$ cat config.mk
export PLATFORM = sky130hd
export DESIGN_NAME = operand_fetch
export DESIGN_NICKNAME = d
export VERILOG_FILES = /design/src/rtl/operand_fetch.sv
export SDC_FILE = /design/constraint.sdc
export NUM_CORES = 1
export LEC_CHECK = 0
export CAP_MARGIN = 10
export CORE_MARGIN = 5
export CORE_UTILIZATION = 45
export CTS_CLUSTER_SIZE = 24
export DETAILED_ROUTE_END_ITERATION = 7
export PLACE_DENSITY = 0.82
export SLEW_MARGIN = 20
export SYNTH_ARGS = -nofsm -noshare
export SYNTH_HDL_FRONTEND = slang
export SYNTH_SLANG_ARGS = --single-unit
export TNS_END_PERCENT = 10
$ cat constraint.sdc
create_clock -name clk -period 9 [get_ports clk]
set_clock_uncertainty 0.05 [all_clocks]
set_input_delay 0.9 -clock clk [delete_from_list [all_inputs] [get_ports clk]]
set_output_delay 0.9 -clock clk [all_outputs]
set_load 0.005 [all_outputs]
$ cat src/rtl/operand_fetch.sv
// Operand fetch: issues register reads, tracks pending writes, hands operands to execute. Build option: OPFETCH_WB_BYPASS_EN.
// Latency: 2 cycles from accept to out_valid; peak throughput 1 instruction per 2 cycles.
// Backpressure: out_valid holds outputs until out_ready; in_ready drops on hazard or stall.
module operand_fetch #(
    parameter int INT32W       = 32,
    parameter int REGFILE_SIZE = 5,
    parameter int PAYLOAD_W    = 32
) (
    input  logic                    clk,
    input  logic                    reset,
    input  logic                    in_valid,
    output logic                    in_ready,
    input  logic [REGFILE_SIZE-1:0] in_rs1,
    input  logic [REGFILE_SIZE-1:0] in_rs2,
    input  logic [REGFILE_SIZE-1:0] in_rd,
    input  logic                    in_rd_we,
    input  logic [PAYLOAD_W-1:0]    in_payload,
    output logic [REGFILE_SIZE-1:0] rf_rs1,
    output logic [REGFILE_SIZE-1:0] rf_rs2,
    input  logic [INT32W-1:0]       rf_data1,
    input  logic [INT32W-1:0]       rf_data2,
    input  logic                    wb_valid,
    input  logic [REGFILE_SIZE-1:0] wb_rd,
    input  logic [INT32W-1:0]       wb_data,
    output logic                    out_valid,
    input  logic                    out_ready,
    output logic [INT32W-1:0]       out_op1,
    output logic [INT32W-1:0]       out_op2,
    output logic [REGFILE_SIZE-1:0] out_rd,
    output logic                    out_rd_we,
    output logic [PAYLOAD_W-1:0]    out_payload
);

    localparam int NREG = 1 << REGFILE_SIZE;

    typedef enum logic [1:0] {EMPTY, READ, VALID} state_t;

    state_t                  state;
    logic [NREG-1:0]         pending;
    logic [NREG-1:0]         clr_mask;
    logic [NREG-1:0]         set_mask;
    logic [NREG-1:0]         busy;
    logic [REGFILE_SIZE-1:0] rs1_q;
    logic [REGFILE_SIZE-1:0] rs2_q;
    logic                    wb_clr;
    logic                    hazard;
    logic                    accept;
    logic                    out_fire;
    logic [INT32W-1:0]       op1_sel;
    logic [INT32W-1:0]       op2_sel;

    assign wb_clr   = wb_valid && (wb_rd != '0);
    assign out_fire = out_valid && out_ready;
    assign accept   = in_valid && in_ready;
    assign rf_rs1   = accept ? in_rs1 : rs1_q;
    assign rf_rs2   = accept ? in_rs2 : rs2_q;

    always_comb begin
        clr_mask = '0;
        set_mask = '0;
        if (wb_clr)
            clr_mask[wb_rd] = 1'b1;
        if (out_fire && out_rd_we && (out_rd != '0))
            set_mask[out_rd] = 1'b1;
`ifdef OPFETCH_WB_BYPASS_EN
        busy = pending & ~clr_mask;
`else
        busy = pending;
`endif
        // The instruction issuing this cycle becomes pending on the same edge a follower could be accepted.
        if ((state == VALID) && out_rd_we && (out_rd != '0))
            busy[out_rd] = 1'b1;
    end

    always_comb begin
        hazard = ((in_rs1 != '0) && busy[in_rs1])
              || ((in_rs2 != '0) && busy[in_rs2])
              || (in_rd_we && (in_rd != '0) && busy[in_rd]);
`ifndef OPFETCH_WB_BYPASS_EN
        // The register file returns the old value on a same-edge read/write, so wait a cycle.
        if (wb_clr && (((in_rs1 != '0) && (wb_rd == in_rs1)) || ((in_rs2 != '0) && (wb_rd == in_rs2))))
            hazard = 1'b1;
`endif
    end

    always_comb begin
        case (state)
            EMPTY:   in_ready = ~hazard;
            VALID:   in_ready = out_ready && ~hazard;
            default: in_ready = 1'b0;
        endcase
    end

`ifdef OPFETCH_WB_BYPASS_EN
    logic              byp1_vld;
    logic              byp2_vld;
    logic [INT32W-1:0] byp1_dat;
    logic [INT32W-1:0] byp2_dat;

    always_ff @(posedge clk or negedge reset) begin
        if (!reset) begin
            byp1_vld <= 1'b0;
            byp2_vld <= 1'b0;
            byp1_dat <= '0;
            byp2_dat <= '0;
        end else if (accept) begin
            byp1_vld <= wb_clr && (wb_rd == in_rs1);
            byp2_vld <= wb_clr && (wb_rd == in_rs2);
            byp1_dat <= wb_data;
            byp2_dat <= wb_data;
        end
    end

    assign op1_sel = (rs1_q == '0) ? '0 : (byp1_vld ? byp1_dat : rf_data1);
    assign op2_sel = (rs2_q == '0) ? '0 : (byp2_vld ? byp2_dat : rf_data2);
`else
    assign op1_sel = (rs1_q == '0) ? '0 : rf_data1;
    assign op2_sel = (rs2_q == '0) ? '0 : rf_data2;
`endif

    always_ff @(posedge clk or negedge reset) begin
        if (!reset) begin
            pending <= '0;
        end else begin
            pending <= (pending & ~clr_mask) | set_mask;
        end
    end

    always_ff @(posedge clk or negedge reset) begin
        if (!reset) begin
            state       <= EMPTY;
            out_valid   <= 1'b0;
            out_op1     <= '0;
            out_op2     <= '0;
            out_rd      <= '0;
            out_rd_we   <= 1'b0;
            out_payload <= '0;
            rs1_q       <= '0;
            rs2_q       <= '0;
        end else begin
            // Accept only happens from EMPTY or on out fire, so outputs never change under out_valid.
            if (accept) begin
                rs1_q       <= in_rs1;
                rs2_q       <= in_rs2;
                out_rd      <= in_rd;
                out_rd_we   <= in_rd_we;
                out_payload <= in_payload;
            end
            case (state)
                EMPTY: begin
                    if (accept)
                        state <= READ;
                end
                READ: begin
                    out_op1   <= op1_sel;
                    out_op2   <= op2_sel;
                    out_valid <= 1'b1;
                    state     <= VALID;
                end
                VALID: begin
                    if (out_fire) begin
                        out_valid <= 1'b0;
                        state     <= accept ? READ : EMPTY;
                    end
                end
                default: state <= EMPTY;
            endcase
        end
    end

endmodule
==> tab_implementation.tex <==
\begin{tabular}{lr}
\hline
Metric & Value \\
\hline
\multicolumn{2}{l}{\textbf{Timing}} \\
\quad Relative max-transition margin & 0.341 \\
\quad Worst path setup slack after routing & a little under 3000 ps \\
\quad Max-slew violation total from the final report & 0 \\
\quad Time the final worst path needs with I/O delays and setup & 6090 ps \\
\quad RSZ-0062 raised after global routing & false \\
\quad Final critical-path share of the clock period & 0.676 \\
\quad Fin. Hold Viols & 0 \\
\quad Worst hold margin & 422 ps \\
\quad Count of final setup violators & 0 \\
\quad Tightest Pin Transition & just under 1000 ps \\
\quad Peak Freq & 0.164 GHz \\
\quad Sum of negative setup slack & 0 ps \\
\multicolumn{2}{l}{\textbf{Floorplan}} \\
\quad Full die area & between 0.015 and 0.02 mm\^{}2 \\
\quad Die width & around 140 um \\
\quad Initial Utilization & 0.460 \\
\quad Io pins & $\sim$270 \\
\quad Core region area & $\sim$0.016 mm\^{}2 \\
\quad Vertical die dimension & $\sim$140 um \\
\quad Number of rows in the core area & 46 \\
\multicolumn{2}{l}{\textbf{Clock network}} \\
\quad CTS clock-pin slew for the worst setup and hold paths & $\sim$60 ps \\
\quad TritonCTS Sinks & about 150 \\
\quad Number of H-tree levels & 4 \\
\quad TritonCTS clock tree & yes \\
\quad Clock insertion delay at the later pin of the skew report & 430 ps \\
\quad Number of gates given a new drive strength after cts & 0 \\
\quad Hold-fix buffers, CTS & 0 \\
\quad Worst-case clock buffer depth & 2 \\
\quad \# Post-CTS Setup Buffers & 0 \\
\quad Buffer cell driving the clock tree root & clkbuf\_16 \\
\quad Number of clock buffers inserted by TritonCTS & 17 \\
\multicolumn{2}{l}{\textbf{Yosys}} \\
\quad Synthesized flop and latch total & 147 \\
\quad Share of the yosys chip area belonging to registers & 0.502 \\
\quad Syn Std Cell Area & around 0.0073 mm\^{}2 \\
\quad Synth Area per Inst & 11.3 um\^{}2 \\
\quad Post-synthesis cell type count & 60 \\
\quad Async SR Flop Fraction & 1.00 \\
\quad Number of instances in the synthesized netlist & about 650 \\
\quad Number of flops mapped to enable cells by yosys & 0 \\
\quad Warnings from Yosys & 0 \\
\quad Predominant post-synthesis flop cell & dfrtp\_1 \\
\quad Mapped Nets & between 800 and 900 \\
\multicolumn{2}{l}{\textbf{Cells and area}} \\
\quad Post-layout net count & roughly 1000 \\
\quad Area added between synthesis and finish & 41.8\% \\
\quad Fraction of final layout cells with drive strength greater than 1 & 0.125 \\
\quad Final core utilization & 0.652 \\
\quad Most common library cell in the layout ignoring fill and taps & clkdlybuf4s50\_1 \\
\quad Most frequent cells in the layout & clkdlybuf4s50\_1, dfrtp\_1, o21ai\_0, a22o\_1, nand2\_1 \\
\multicolumn{2}{l}{\textbf{Drt}} \\
\quad Final ANT Viol Nets & 0 \\
\quad Initial DRT Pass Iterations & 8 \\
\quad Number of design-rule violations left by the first detailed-router iteration & between 600 and 700 \\
\quad Number of DRC violations after detailed routing & 3 \\
\quad Via-per-instance ratio & around 6 \\
\quad Number of vias after detailed routing & around 6700 \\
\quad Average wire per cell in the routed design & approximately 23 um \\
\quad Aggregate routed wire length & approximately 25000 um \\
\multicolumn{2}{l}{\textbf{Status}} \\
\quad Failing checks & design-rule violations \\
\quad Result of the run & complete, but fails checks \\
\multicolumn{2}{l}{\textbf{Power}} \\
\quad Worst vdd ir & approximately 0.20 mV \\
\quad Cell area power density & $\sim$320 mW/mm\^{}2 \\
\quad LEAKAGE & about 4.2 nW \\
\multicolumn{2}{l}{\textbf{GRT}} \\
\quad Overflow left after global routing & 0 \\
\quad Overall routing resource usage & 0.267 \\
\quad Global-route wire length before repair & slightly below 40000 um \\
\quad Initial antenna violation count & 0 \\
\quad Pin count of the biggest net entering global routing & slightly above 80 \\
\quad Vias in the first global route & $\sim$6600 \\
\multicolumn{2}{l}{\textbf{Worst setup path}} \\
\quad Dominant cell type by count on the critical path & clkdlybuf4s50\_1 \\
\quad Critical Path RT & between 8000 and 9000 ps \\
\quad Startpoint kind of the worst setup timing path & input port \\
\quad Critical-path top delay cell & clkdlybuf4s50\_1 \\
\quad Max Fanout on Critical Path & 16 \\
\quad Crit path max-delay family & buffers and inverters \\
\quad CP Cell Sequence & clkdlybuf4s50\_1 -> clkinv\_1 -> a311oi\_1 -> o31ai\_1 -> a2bb2oi\_1 -> o221ai\_1 -> o2111ai\_1 -> nor3b\_4 -> mux2\_4 -> clkdlybuf4s50\_1 \\
\quad Crit Path Class & input port to output port \\
\quad Critical Path End Type & output port \\
\quad Stage delay of the slowest cell on the critical path & about 900 ps \\
\quad Worst path arrival time & between 5000 and 6000 ps \\
\quad Buffering stage count on the worst path with inverters included & 3 \\
\multicolumn{2}{l}{\textbf{Placed design}} \\
\quad Worst setup timing slack at the placement stage & between 2000 and 3000 ps \\
\quad Gp weighted congestion & around 1.0 \\
\quad IO buf count & approximately 240 \\
\quad Hpwl dp & 18300 um \\
\multicolumn{2}{l}{\textbf{Min path}} \\
\quad Path type of the worst min-delay path & input port to asynchronous set/reset pin \\
\multicolumn{2}{l}{\textbf{Flow run}} \\
\quad Count of maximum capacitance violations & 0 \\
\hline
\end{tabular}
through the flow:
step / total power, mW / cells / instance area [um^2]
after global routing: 3.48 / 1088 / 10400
after floorplan: 1.77 / 651 / 7330
after CTS: 3.31 / 1088 / 10400
final: 3.31 / 1089 / 10400
after global placement: 2.53 / 1056 / 9790
after detailed placement: 2.57 / 1056 / 9790
final timing paths:
check / cells after the start / slack, ps / from / endpoint
setup / recovery: 10 / 2910 / in_rd[0] / rf_rs2[3]
hold / removal: 1 / 420 / reset / pending[17]$_DFF_PN0_
setup reg to reg: 9 / 4600 / out_rd[1]$_DFFE_PN0N_ / out_payload[0]$_DFFE_PN0N_
hold reg to reg: 1 / 450 / out_op1[27]$_DFFE_PN0P_ / out_op1[27]$_DFFE_PN0P_
max in group asynchronous: 2 / 7140 / reset / out_op2[5]$_DFFE_PN0P_
min in group clk: 1 / 450 / out_op1[27]$_DFFE_PN0P_ / out_op1[27]$_DFFE_PN0P_
flip-flops by register name (all words and copies together) (netlist names):
register	flops
out_op1	32
out_op2	32
out_payload	32
pending	32
out_rd	5
rs1_q	5
rs2_q	5
state	2
out_rd_we	1
out_valid	1
layout make-up:
| cell class | instances | area [um^2] |
|---|---|---|
| Multi-Input combinational cell | 442 | 3410 |
| Fill cell | 1247 | 5540 |
| Sequential cell | 147 | 3680 |
| Clock inverter | 13 | 149 |
| Tap cell | 216 | 270 |
| Inverter | 10 | 37.5 |
| Timing Repair Buffer | 241 | 2390 |
| Clock buffer | 19 | 453 |
| Antenna cell | 1 | 2.50 |
report_power, final:
part	internal, mW	switching (mW)	total [mW]
combinational	0.825	0.554	1.38
sequential	0.950	0.256	1.21
clock	0.427	0.295	0.722
worst register-to-register path, delay by kind of cell, from the launching register on:
family          cells  cell delay (ps)
compound gates      2              500
buf+inv             1              590
flops               1              820
mux                 2              720
simple gates        4             1600
kinds of logic after synthesis:
logic type / Yosys count / synth area share
AO/OA/AOI/OAI: 213 / 0.202
XOR/XNOR: 13 / 0.0155
buffers and inverters: 62 / 0.0367
flip-flops: 147 / 0.502
multiplexers: 69 / 0.127
AND/OR/NAND/NOR: 147 / 0.117
layer usage:
layer  GRT usage  wire length, um  part of all wire  up-vias
met1       0.334             9560              0.38     3289
met3      0.0833             2660              0.10       95
met4       0.129             1230             0.048        0
met2       0.421            12000              0.47      385
li1            -                -                 -     2896
met5           0                0                 0        -
Yosys cell counts (7+ instances only):
cell | n | share of area
nor3_1 | 14 | 0.0096
a22o_1 | 65 | 0.078
dfrtp_1 | 147 | 0.50
nand2b_1 | 9 | 0.0077
nand3b_1 | 10 | 0.010
mux2i_1 | 13 | 0.018
xnor2_1 | 9 | 0.011
nand2_1 | 35 | 0.018
nor2_1 | 17 | 0.0087
mux2_2 | 28 | 0.043
clkbuf_1 | 37 | 0.019
a211oi_1 | 7 | 0.0072
nor2b_1 | 8 | 0.0068
mux4_2 | 9 | 0.028
a31oi_1 | 14 | 0.012
nand3_1 | 14 | 0.0096
mux2_4 | 19 | 0.039
inv_1 | 9 | 0.0046
a21oi_1 | 21 | 0.014
o21ai_0 | 65 | 0.044
(Power assumes the default switching activity.)
